$ cat config.mk
export PLATFORM = sky130hd
export DESIGN_NAME = cordic_seq_ctrl_flat
export DESIGN_NICKNAME = d
export VERILOG_FILES = /design/src/rtl/cordic_seq_ctrl_if.sv /design/src/rtl/cordic_seq_ctrl.sv /design/src/flat_wrapper.sv
export SDC_FILE = /design/constraint.sdc
export NUM_CORES = 1
export LEC_CHECK = 0
export ABC_AREA = 1
export ABC_CLOCK_PERIOD_IN_PS = 4080
export CAP_MARGIN = 20
export CORE_ASPECT_RATIO = 1.1
export CORE_MARGIN = 2
export CORE_UTILIZATION = 40
export CTS_CLUSTER_DIAMETER = 80
export DETAILED_ROUTE_END_ITERATION = 6
export PLACE_DENSITY = 0.68
export SETUP_SLACK_MARGIN = 0.1
export SYNTH_ARGS = -nofsm -noshare
export SYNTH_HDL_FRONTEND = slang
export SYNTH_SLANG_ARGS = --single-unit
$ cat constraint.sdc
create_clock -name clk_i -period 4.08 [get_ports clk_i]
set_input_delay 0.816 -clock clk_i [delete_from_list [all_inputs] [get_ports clk_i]]
set_output_delay 0.816 -clock clk_i [all_outputs]
set_load 0.02 [all_outputs]
$ cat src/rtl/cordic_seq_ctrl_if.sv
// Request/response bundle between a CORDIC client and its sequencer.
// Carries the start handshake, mode, abort and datapath controls.
interface cordic_seq_ctrl_if #(
  parameter int CNT_W = 4
);
  logic             start;
  logic [1:0]       coord_in;
  logic             abort;
  logic             ready;
  logic             busy;
  logic             sel;
  logic             ena1;
  logic             ena2;
  logic [CNT_W-1:0] iter;
  logic [1:0]       coord;
  logic             done_tick;

  modport master (
    output start, coord_in, abort,
    input  ready, busy, sel, ena1, ena2,
    input  iter, coord, done_tick
  );

  modport slave (
    input  start, coord_in, abort,
    output ready, busy, sel, ena1, ena2,
    output iter, coord, done_tick
  );
endinterface

$ cat src/rtl/cordic_seq_ctrl.sv
// Sequencer for a shared two-phase iterative CORDIC datapath.
// Owns rotation index, coordinate mode and hyperbolic repeat tracking.
module cordic_seq_ctrl #(
  parameter int N_ITER   = 16,
  parameter int LUT_WAIT = 1,
  parameter int CNT_W    = $clog2(N_ITER)
) (
  input logic               clk_i,
  input logic               rst_ni,
  cordic_seq_ctrl_if.slave  bus
);

  typedef enum logic [2:0] {
    IDLE  = 3'd0,
    INIT1 = 3'd1,
    INIT2 = 3'd2,
    ADDR  = 3'd3,
    ITER1 = 3'd4,
    ITER2 = 3'd5
  } state_t;

  state_t           state;
  state_t           state_nxt;
  logic [CNT_W-1:0] iter_q;
  logic [1:0]       coord_q;
  logic             rep_q;

  logic hyp;
  logic rep_idx;
  logic last;
  logic fin;
  logic valid;
  logic accept;
  logic ready;
  logic busy;
  logic sel;
  logic ena1;
  logic ena2;
  logic done;

  assign hyp     = (coord_q == 2'b10);
  assign rep_idx = (32'(iter_q) == 32'd4)
                 | (32'(iter_q) == 32'd13)
                 | (32'(iter_q) == 32'd40);
  assign last    = (32'(iter_q) == 32'(N_ITER - 1));
  assign fin     = (state == ITER2) & last
                 & ~(hyp & rep_idx & ~rep_q);
  assign valid   = (state <= ITER2);
  assign accept  = bus.start & ready;

  always_ff @(posedge clk_i or negedge rst_ni) begin
    if (!rst_ni) begin
      state <= IDLE;
    end else begin
      state <= state_nxt;
    end
  end

  always_comb begin
    state_nxt = state;
    unique case (state)
      IDLE:  if (accept) state_nxt = INIT1;
      INIT1: state_nxt = INIT2;
      INIT2: state_nxt = (LUT_WAIT != 0) ? ADDR : ITER1;
      ADDR:  state_nxt = ITER1;
      ITER1: state_nxt = ITER2;
      ITER2: begin
        if (fin) begin
          state_nxt = accept ? INIT1 : IDLE;
        end else begin
          state_nxt = (LUT_WAIT != 0) ? ADDR : ITER1;
        end
      end
      default: state_nxt = accept ? INIT1 : IDLE;
    endcase
    // abort in IDLE is harmless: accept is already blocked
    if (bus.abort) state_nxt = IDLE;
  end

  always_comb begin
    sel   = 1'b0;
    ena1  = 1'b0;
    ena2  = 1'b0;
    done  = 1'b0;
    busy  = 1'b1;
    ready = 1'b0;
    unique case (state)
      IDLE: begin
        busy  = 1'b0;
        ready = 1'b1;
      end
      INIT1: ena1 = 1'b1;
      INIT2: ena2 = 1'b1;
      ADDR:  sel  = 1'b1;
      ITER1: begin
        sel  = 1'b1;
        ena1 = 1'b1;
      end
      ITER2: begin
        sel   = 1'b1;
        ena2  = 1'b1;
        done  = fin;
        ready = fin;
      end
      default: begin
        busy  = 1'b0;
        ready = 1'b1;
      end
    endcase
    if (bus.abort) begin
      ena1  = 1'b0;
      ena2  = 1'b0;
      done  = 1'b0;
      ready = 1'b0;
    end
  end

  always_ff @(posedge clk_i or negedge rst_ni) begin
    if (!rst_ni) begin
      iter_q  <= '0;
      coord_q <= 2'b00;
      rep_q   <= 1'b0;
    end else if (accept) begin
      coord_q <= (bus.coord_in == 2'b11) ? 2'b00 : bus.coord_in;
      iter_q  <= (bus.coord_in == 2'b10) ? CNT_W'(1) : '0;
      rep_q   <= 1'b0;
    end else if (!valid) begin
      iter_q  <= '0;
      coord_q <= 2'b00;
      rep_q   <= 1'b0;
    end else if (state == ITER2 && !bus.abort && !fin) begin
      // hyperbolic convergence needs indices 4,13,40 run twice
      if (hyp & rep_idx & ~rep_q) begin
        rep_q <= 1'b1;
      end else begin
        rep_q  <= 1'b0;
        iter_q <= iter_q + 1'b1;
      end
    end
  end

  assign bus.ready     = ready;
  assign bus.busy      = busy;
  assign bus.sel       = sel;
  assign bus.ena1      = ena1;
  assign bus.ena2      = ena2;
  assign bus.done_tick = done;
  assign bus.iter      = valid ? iter_q : '0;
  assign bus.coord     = valid ? coord_q : 2'b00;

endmodule
$ cat src/flat_wrapper.sv
// flat-port wrapper written by rule: the top's interface ports become plain ports
module cordic_seq_ctrl_flat 
#(
  parameter int N_ITER   = 16,
  parameter int LUT_WAIT = 1,
  parameter int CNT_W    = $clog2(N_ITER)
)
  (clk_i, rst_ni, bus_start, bus_coord_in, bus_abort, bus_ready, bus_busy, bus_sel, bus_ena1, bus_ena2, bus_iter, bus_coord, bus_done_tick);
  cordic_seq_ctrl_if #(.CNT_W(CNT_W)) bus_i ();
  input logic clk_i;
  input logic rst_ni;
  input wire logic [$bits(bus_i.start)-1:0] bus_start;
  input wire logic [$bits(bus_i.coord_in)-1:0] bus_coord_in;
  input wire logic [$bits(bus_i.abort)-1:0] bus_abort;
  output wire logic [$bits(bus_i.ready)-1:0] bus_ready;
  output wire logic [$bits(bus_i.busy)-1:0] bus_busy;
  output wire logic [$bits(bus_i.sel)-1:0] bus_sel;
  output wire logic [$bits(bus_i.ena1)-1:0] bus_ena1;
  output wire logic [$bits(bus_i.ena2)-1:0] bus_ena2;
  output wire logic [$bits(bus_i.iter)-1:0] bus_iter;
  output wire logic [$bits(bus_i.coord)-1:0] bus_coord;
  output wire logic [$bits(bus_i.done_tick)-1:0] bus_done_tick;
  assign bus_i.start = bus_start;
  assign bus_i.coord_in = bus_coord_in;
  assign bus_i.abort = bus_abort;
  assign bus_ready = bus_i.ready;
  assign bus_busy = bus_i.busy;
  assign bus_sel = bus_i.sel;
  assign bus_ena1 = bus_i.ena1;
  assign bus_ena2 = bus_i.ena2;
  assign bus_iter = bus_i.iter;
  assign bus_coord = bus_i.coord;
  assign bus_done_tick = bus_i.done_tick;
  cordic_seq_ctrl #(.N_ITER(N_ITER), .LUT_WAIT(LUT_WAIT), .CNT_W(CNT_W)) u_core (.clk_i(clk_i), .rst_ni(rst_ni), .bus(bus_i));
endmodule
### Word level (Yosys, flattened, before mapping)

Index checks and enable logic that the tools add are counted.

* bits in latches: 0
* memory bits (writable): 0
* output and inout bits: 12
* flip-flop bits (word level): 10
* word-level logic and storage cells: 67
* input bits: 6
* memories: 0
* memory bits (read-only): 0

* equality and inequality tests: 14
* bitwise operators: 8
* mux-type cells: 28
* divide/modulo/power cells: 0
* shift operators: 0
* add/sub/neg operators: 1
* reduce and logical (&&, ||, !) cells: 11
* multipliers: 0
* magnitude comparators: 1

Operators with widths (count)
* 4-bit 2-to-1 mux: 5
* 3-bit case mux with 6 select lines: 1
* 1-bit 2-to-1 mux: 15
* 3-bit 2-to-1 mux: 3
* 4-bit == test (second input constant): 2
* 2-bit == test (second input constant): 3
* 3-bit by 2-bit == test with 1-bit output (second input constant): 2
* 3-bit == test (second input constant): 2
* 2-bit 2-to-1 mux: 3
* 3-bit != test (second input constant): 2
* 1-bit AND: 5
* 5-bit OR reduction: 1
* 4-bit by 1-bit adder with 4-bit output (second input constant): 1
* 4-bit by 3-bit == test with 1-bit output (second input constant): 1
* 2-bit OR reduction: 2
* 4-bit OR reduction: 1
* 3-bit by 1-bit == test with 1-bit output (second input constant): 1
* 3-bit less-or-equal comparator (second input constant): 1
* 3-bit zero test: 1
* 3-bit by 2-bit != test with 1-bit output (second input constant): 1
* 3-bit OR reduction: 1
* 1-bit logical AND: 2
* 1-bit zero test: 2
* 1-bit NOT: 2
* 3 further kinds: 3

### Longest topological paths before layout

Gate-level depths: netlist of the first run.

* depth in word-level cells: 13
* depth in mapped cells: 12
* gate-level depth less buffers: 12

### Worst setup path after synthesis of the first run

No wires, ideal clock.

* path type: input-to-output
* start point: input bus_abort
* end point: output bus_ready
* arrival time: 1.362 ns
* stages: 2
* path buffers: 1
* slack: 1.902 ns
* cell sequence: clkbuf_2 a31oi_1

* longest elaborated chain between the ends: 1

Ends and longest elaborated chain
* start, declared: RTL line flat_wrapper.sv:14 `input wire logic [$bits(bus_i.abort)-1:0] bus_abort;`
* 1-bit 2-to-1 mux: RTL line cordic_seq_ctrl.sv:110 `if (bus.abort) begin`
* end, declared: RTL line flat_wrapper.sv:15 `output wire logic [$bits(bus_i.ready)-1:0] bus_ready;`

No other way between the ends.

### Worst setup path after layout of the first run

Same ends and word-level chain as after synthesis.

==> results of run 1 <==
==> layout make-up <==
class | count | share of cell area [%]
inverter | 17 | 6.62
sequential | 10 | 26.0
clock buffer | 3 | 2.34
multi-input combinational | 77 | 45.1
tap | 18 | 2.34
timing repair buffer | 17 | 17.7
==> path summary, 6_finish.rpt <==
| path | start | endpoint | slack [ns] | depth (start not counted) |
|---|---|---|---|---|
| setup / recovery | bus_abort | bus_ready | 1.04 | 3 |
| hold / removal | u_core.rep_q$_DFFE_PN0P_ | u_core.rep_q$_DFFE_PN0P_ | 0.54 | 2 |
| setup reg to reg | u_core.iter_q[0]$_DFFE_PN0P_ | u_core.iter_q[0]$_DFFE_PN0P_ | 2.48 | 12 |
| hold reg to reg | u_core.rep_q$_DFFE_PN0P_ | u_core.rep_q$_DFFE_PN0P_ | 0.54 | 2 |
| max in group asynchronous | rst_ni | u_core.iter_q[2]$_DFFE_PN0P_ | 2.89 | 1 |
| min in group asynchronous | rst_ni | u_core.state[0]$_DFFE_PN0P_ | 0.87 | 1 |
==> tightest hold or removal path: cells and delay by family, from the launching register on <==
| family | cells | cell delay [ns] |
|---|---|---|
| AOI/OAI and AO/OA | 1 | 0.05 |
| and+or+nand+nor | 1 | 0.09 |
| DFF | 1 | 0.36 |
==> state kept, by name, indices dropped and copies added (netlist names) <==
| signal | flops |
|---|---|
| u_core.coord_q | 2 |
| u_core.rep_q | 1 |
| u_core.iter_q | 4 |
| u_core.state | 3 |
==> kinds of logic after synthesis <==
| group | Yosys count |
|---|---|
| AO/OA/AOI/OAI | 11 |
| buffers and inverters | 18 |
| AND/OR/NAND/NOR | 63 |
| flip-flops | 10 |
| adder cells (fa/ha/maj) | 3 |
==> through the flow <==
step | area (um^2) | cells | worst slack, ns
after detailed placement | 941 | 139 | 1.05
after global placement | 941 | 139 | 1.06
final | 963 | 142 | 1.04
after global routing | 963 | 142 | 0.975
after CTS | 963 | 142 | 1.03
after floorplan | 753 | 105 | 1.90
==> cells in the mapped netlist (2+ instances only) <==
master | count | area, um^2
a21oi_1 | 6 | 30.0
dfrtp_1 | 10 | 250
ha_1 | 3 | 37.5
inv_1 | 16 | 60.1
nand2_1 | 25 | 93.8
nand2_2 | 2 | 12.5
nand2_4 | 2 | 22.5
nand3_1 | 4 | 20.0
nand3_4 | 3 | 52.6
nand4_1 | 2 | 12.5
nor2_1 | 18 | 67.6
nor2_2 | 3 | 18.8
o21ai_1 | 2 | 10.0
==> power groups by stage <==
| stage | Sequential, W | Clock (W) | Combinational [W] |
|---|---|---|---|
| 2_1_floorplan | 0.000125 | 0 | 0.0000865 |
| 3_3_place_gp | 0.000128 | 0 | 0.000133 |
| 3_5_place_dp | 0.000130 | 0 | 0.000135 |
| 4_1_cts | 0.000128 | 0.0000664 | 0.000137 |
| 5_1_grt | 0.000130 | 0.0000747 | 0.000152 |
| 6_report | 0.000127 | 0.0000652 | 0.000135 |
==> metal layers <==
metal | vias to the layer above | wire length, um | global-route usage, %
li1 | 370 | - | -
met1 | 319 | 679 | 20.6
met2 | 18 | 761 | 24.0
met3 | 5 | 63 | 2.56
met4 | 0 | 31 | 7.35
met5 | - | 0 | 0
==> results.md, run 1 <==
* Run status: completed
* Comb pwr share at 41.2%
* TritonCTS Sinks at 10
* Net Sw Power at 0.000122 W
* Register area share after synthesis at 33.2%
* Worst min path class: reg2reg
* Critical Path Sink Type: primary output
* Worst path top cell family by delay: buffers and inverters
* WL final at 1540 um
* Minimum clock period at 3.04 ns
* FF+latch area at 250 um^2
* Commonest non-fill, non-tap cell in the layout: nand2_1
* Complex-gate fraction of the synthesized area at 8.31%
* CP Launch Type: primary input
* GPL Wtd Cong at 0.826
* Seq pwr share at 38.8%
* RSZ-0062 raised after global routing: no
* Worst hold slack at 0.544 ns
* Post-synth EDFFs at 0
* Hpwl dp at 1240 um
* Critical-path top delay cell: clkdlybuf4s50_1
* Vias at 712
* Total of warnings raised by yosys at 0
* DRC viols at 0
* CP dominant cell by count: clkdlybuf4s50_1
* Die area at 2250 um^2
* Power, Total at 0.000327 W
* Final period util at 74.6%
* CTS tree: yes
* Core Region at 1780 um^2
* Clock insertion delay at the later pin of the skew report at 0.26 ns
* CP Cell Sequence: clkdlybuf4s50_1 -> a31oi_1 -> clkdlybuf4s50_1
* Fin. max-slew vios at 0
* Max Fclk at 328 MHz
* Clock power share at 19.9%
* Gr ovfl total at 0
* First-pass GRT wire length at 2590 um
* Cell Area, Synth at 753 um^2
* FF+latch count, synth at 10
* Final hold viol count at 0
* Post-CTS sizing at 0
* Critical Path RT at 3.26 ns
* Hold buffers post-CTS at 0
* PortBufs at 17
* Maximum vdd drop at 0.163 mV
* Synth Area in Simple Gates at 44.4%
* Rows at 16
* Share of layout cells above drive strength 1 at 13.7%
* Die H at 49.5 um
* Area Growth Syn to Fin at 27.9%
* DR iter-0 viols at 7
* # H-tree levels at 1
* Vias in the first global route at 598
* Leak at 0.452 nW
* Clock Path Buffers at 2
* GRT Overall Usage at 15.6%
* Endpoints failing setup at 0
* Cell Int Power at 0.000206 W
* N_diodes at 0
* WP buf/inv at 2
* Primary FF master, synth: dfrtp_1
* Max stage delay on crit path at 0.63 ns
* Num CTS Buffers at 3
* Max Cap Violations at 0
* Worst-path maximum fanout at 9
* Via-per-instance ratio at 5.01
* Netlist cell types at 22
* Setup_tns at 0 ns
* Pwr dens at 339 nW/um^2
* Buffer count from post-CTS setup fixing at 0
* Largest net degree at the start of global routing at 11
* Reg clk slew, reported paths at 0.06 ns
* Initial antenna violation count at 0
* Post-layout net count at 135
* Finished Core Util at 54.1%
* Switching fraction of total power at 37.2%
* Post-DRT Antenna Nets at 0
* Boundary Pins at 18
* DRT Pass-1 Iters at 4
* Relative slew margins at 69.6%
* Starting density of the core at 42.3%
* Post-Syn Nets at 114
* WS Path Type: in2out
* Synth async-reset ratio at 100%
* Slew @ Worst Pin at 0.455 ns
* Avg WL per Cell at 10.8 um
* Largest family of logic cells by synthesized area: simple AND/OR/NAND/NOR gates
* Post-synthesis mux area share at 0%
* Die X at 45.4 um
* Final Skew at 0.00780 ns
* Post-synthesis adder-cell area fraction at 4.98%
* Filler instances at 166
* CP arrival at 2.23 ns
* Synthesized instance count at 105
* Area of the multi-input gates at 434 um^2
* Syn Area/Cell at 7.17 um^2
* Commonest cells after routing, fill and taps aside: 25 x nand2_1, 18 x nor2_1, 17 x clkdlybuf4s50_1
* Xor/xnor share of the synthesized area at 0%
* Clock root buffer master: clkbuf_4
No activity file was read; power rests on OpenSTA's default activity.
==> run 2, diff against run 1 <==
- ABC_CLOCK_PERIOD_IN_PS: 4080 -> 2700
- PLACE_DENSITY: 0.68 -> 0.7
- clock period: 4.08 -> 2.7 ns (I/O delays scaled with it)
==> results.md, run 2 (same netlist as run 1, synthesis figures left out) <==
* RSZ-0062 raised after global routing: no
* Filler instances at 187 (+13%)
* Reg clk slew, reported paths at 0.07 ns (about the same)
* Final Skew at 0.00844 ns (+0.000643 ns)
* Core Region at 1780 um^2 (unchanged)
* Hpwl dp at 1280 um (+3.6%)
* Vias in the first global route at 689 (+15%)
* Boundary Pins at 18 (unchanged)
* Clock root buffer master: clkbuf_4
* Largest Register: u_core.iter_q
* Vias at 715 (+0.42%)
* DRT Pass-1 Iters at 4 (unchanged)
* Run status: completed
* Gr ovfl total at 0 (unchanged)
* Worst min path class: reg2reg
* CP Launch Type: flop
* Max stage delay on crit path at 0.63 ns (about the same)
* Critical Path RT at 2.16 ns (-1.10 ns)
* Via-per-instance ratio at 5.04 (+0.42%)
* Die H at 49.5 um (unchanged)
* Critical-path top delay cell: clkdlybuf4s50_1
* GPL Wtd Cong at 0.764 (-7.5%)
* N_diodes at 0 (unchanged)
* Maximum vdd drop at 0.247 mV (+51%)
* Avg WL per Cell at 11.2 um (+3.5%)
* Worst-path maximum fanout at 7 (-2)
* Initial antenna violation count at 0 (unchanged)
* Starting density of the core at 42.3% (unchanged)
* Grt peak-use layer: met2
* CP arrival at 1.94 ns (-0.29 ns)
* Routing usage on met1 at 21.0% (+0.33 points)
* Fin. max-slew vios at 0 (unchanged)
* Leak at 0.469 nW (+3.7%)
* Commonest non-fill, non-tap cell in the layout: nand2_1
* DRC viols at 0 (unchanged)
* Commonest cells after routing, fill and taps aside: 25 x nand2_1, 18 x nor2_1, 16 x inv_1
* Max Fclk at 403 MHz
* Post-layout net count at 135 (unchanged)
* PortBufs at 17 (unchanged)
* GRT Overall Usage at 17.1% (+1.5 points)
* DR iter-0 viols at 15 (+8)
* Biggest regs: u_core.iter_q (4), u_core.state (3), u_core.coord_q (2)
* Hold buffers post-CTS at 0 (unchanged)
* Area Growth Syn to Fin at 27.9% (unchanged)
* Pwr dens at 510 nW/um^2 (+50%)
* Clock insertion delay at the later pin of the skew report at 0.26 ns (about the same)
* WS Path Type: reg2out
* Setup_tns at 0 ns (unchanged)
* Die X at 45.4 um (unchanged)
* Die area at 2250 um^2 (unchanged)
* Largest net degree at the start of global routing at 11 (unchanged)
* Worst hold slack at 0.525 ns (-0.0191 ns)
* Final period util at 91.9%
* Share of layout cells above drive strength 1 at 13.7% (unchanged)
* Slew @ Worst Pin at 0.475 ns (+0.0201 ns)
* Minimum clock period at 2.48 ns
* Num CTS Buffers at 3 (unchanged)
* # H-tree levels at 1 (unchanged)
* Max FFs per register at 4 (unchanged)
* Post-DRT Antenna Nets at 0 (unchanged)
* FF+latch area at 250 um^2 (unchanged)
* Met3 Use GR at 2.93% (+0.37 points)
* Relative slew margins at 68.2% (-1.3 points)
* CP Cell Sequence: nand2_1 -> inv_1 -> nor2_1 -> clkdlybuf4s50_1
* Area of the multi-input gates at 434 um^2 (unchanged)
* Met2 Usage GRT at 28.3% (+4.3 points)
* Rows at 16 (unchanged)
* Buffer count from post-CTS setup fixing at 0 (unchanged)
* Final hold viol count at 0 (unchanged)
* WL final at 1590 um (+3.5%)
* Clock Path Buffers at 2 (unchanged)
* Max Cap Violations at 0 (unchanged)
* First-pass GRT wire length at 2840 um (+9.6%)
* CTS tree: yes
* Endpoints failing setup at 0 (unchanged)
* Critical Path Sink Type: primary output
* TritonCTS Sinks at 10 (unchanged)
==> run 2: critical path: cells and delay by family (launching register included) <==
family                 cells  cell delay, ns
buffers and inverters      2            0.81
AND/OR/NAND/NOR            2            0.41
flip-flops                 1            0.47
==> run 2: cell type report <==
type	instances	share of cell area [%]
multi-input cells	77	45.1
well taps	18	2.34
repair buffers	17	17.7
flip-flops and latches	10	26.0
inverters	17	6.62
clock buffers	3	2.34
==> run 2: through the flow <==
stage | util, % | area, um^2 | std cells | total power [W] | setup WS, ns
floorplan | - | 753 | 105 | 0.000320 | 0.829
global placement | 52.8 | 941 | 139 | 0.000393 | 0.233
detailed placement | 52.8 | 941 | 139 | 0.000399 | 0.185
CTS | 53.9 | 961 | 142 | 0.000499 | 0.196
global route | 54.1 | 963 | 142 | 0.000531 | 0.129
finish | 54.1 | 963 | 142 | 0.000491 | 0.220
==> run 2: metal layers <==
| metal | share of wire (%) | vias to the layer above |
|---|---|---|
| met2 | 51 | 16 |
| met3 | 4.0 | 2 |
| met4 | 0.82 | 0 |
| li1 | - | 370 |
| met1 | 44 | 327 |
| met5 | 0 | - |
==> run 2: report_power, final <==
group	switching, W	internal [W]	leakage (nW)
sequential	0.0000221	0.000169	0.134
clock	0.0000466	0.0000512	0.0138
combinational	0.000113	0.0000883	0.321
total	0.000182	0.000309	0.469
==> run 2: final timing paths <==
kind                                              start                            to  slack (ns)  depth (start not counted)
setup / recovery            u_core.state[2]$_DFFE_PN0P_                  bus_coord[0]        0.22                          4
hold / removal                 u_core.rep_q$_DFFE_PN0P_      u_core.rep_q$_DFFE_PN0P_        0.52                          2
setup reg to reg           u_core.iter_q[0]$_DFFE_PN0P_  u_core.iter_q[0]$_DFFE_PN0P_        1.11                         12
hold reg to reg                u_core.rep_q$_DFFE_PN0P_      u_core.rep_q$_DFFE_PN0P_        0.52                          2
max in group asynchronous                        rst_ni   u_core.state[2]$_DFFE_PN0P_        1.77                          1
min in group asynchronous                        rst_ni   u_core.state[0]$_DFFE_PN0P_        0.60                          1
==> run 2: timing repair <==
action                     in CTS  in global routing
setup endpoints to repair       2                  1
resized for setup               2                  1
hold endpoints to repair        0                  0
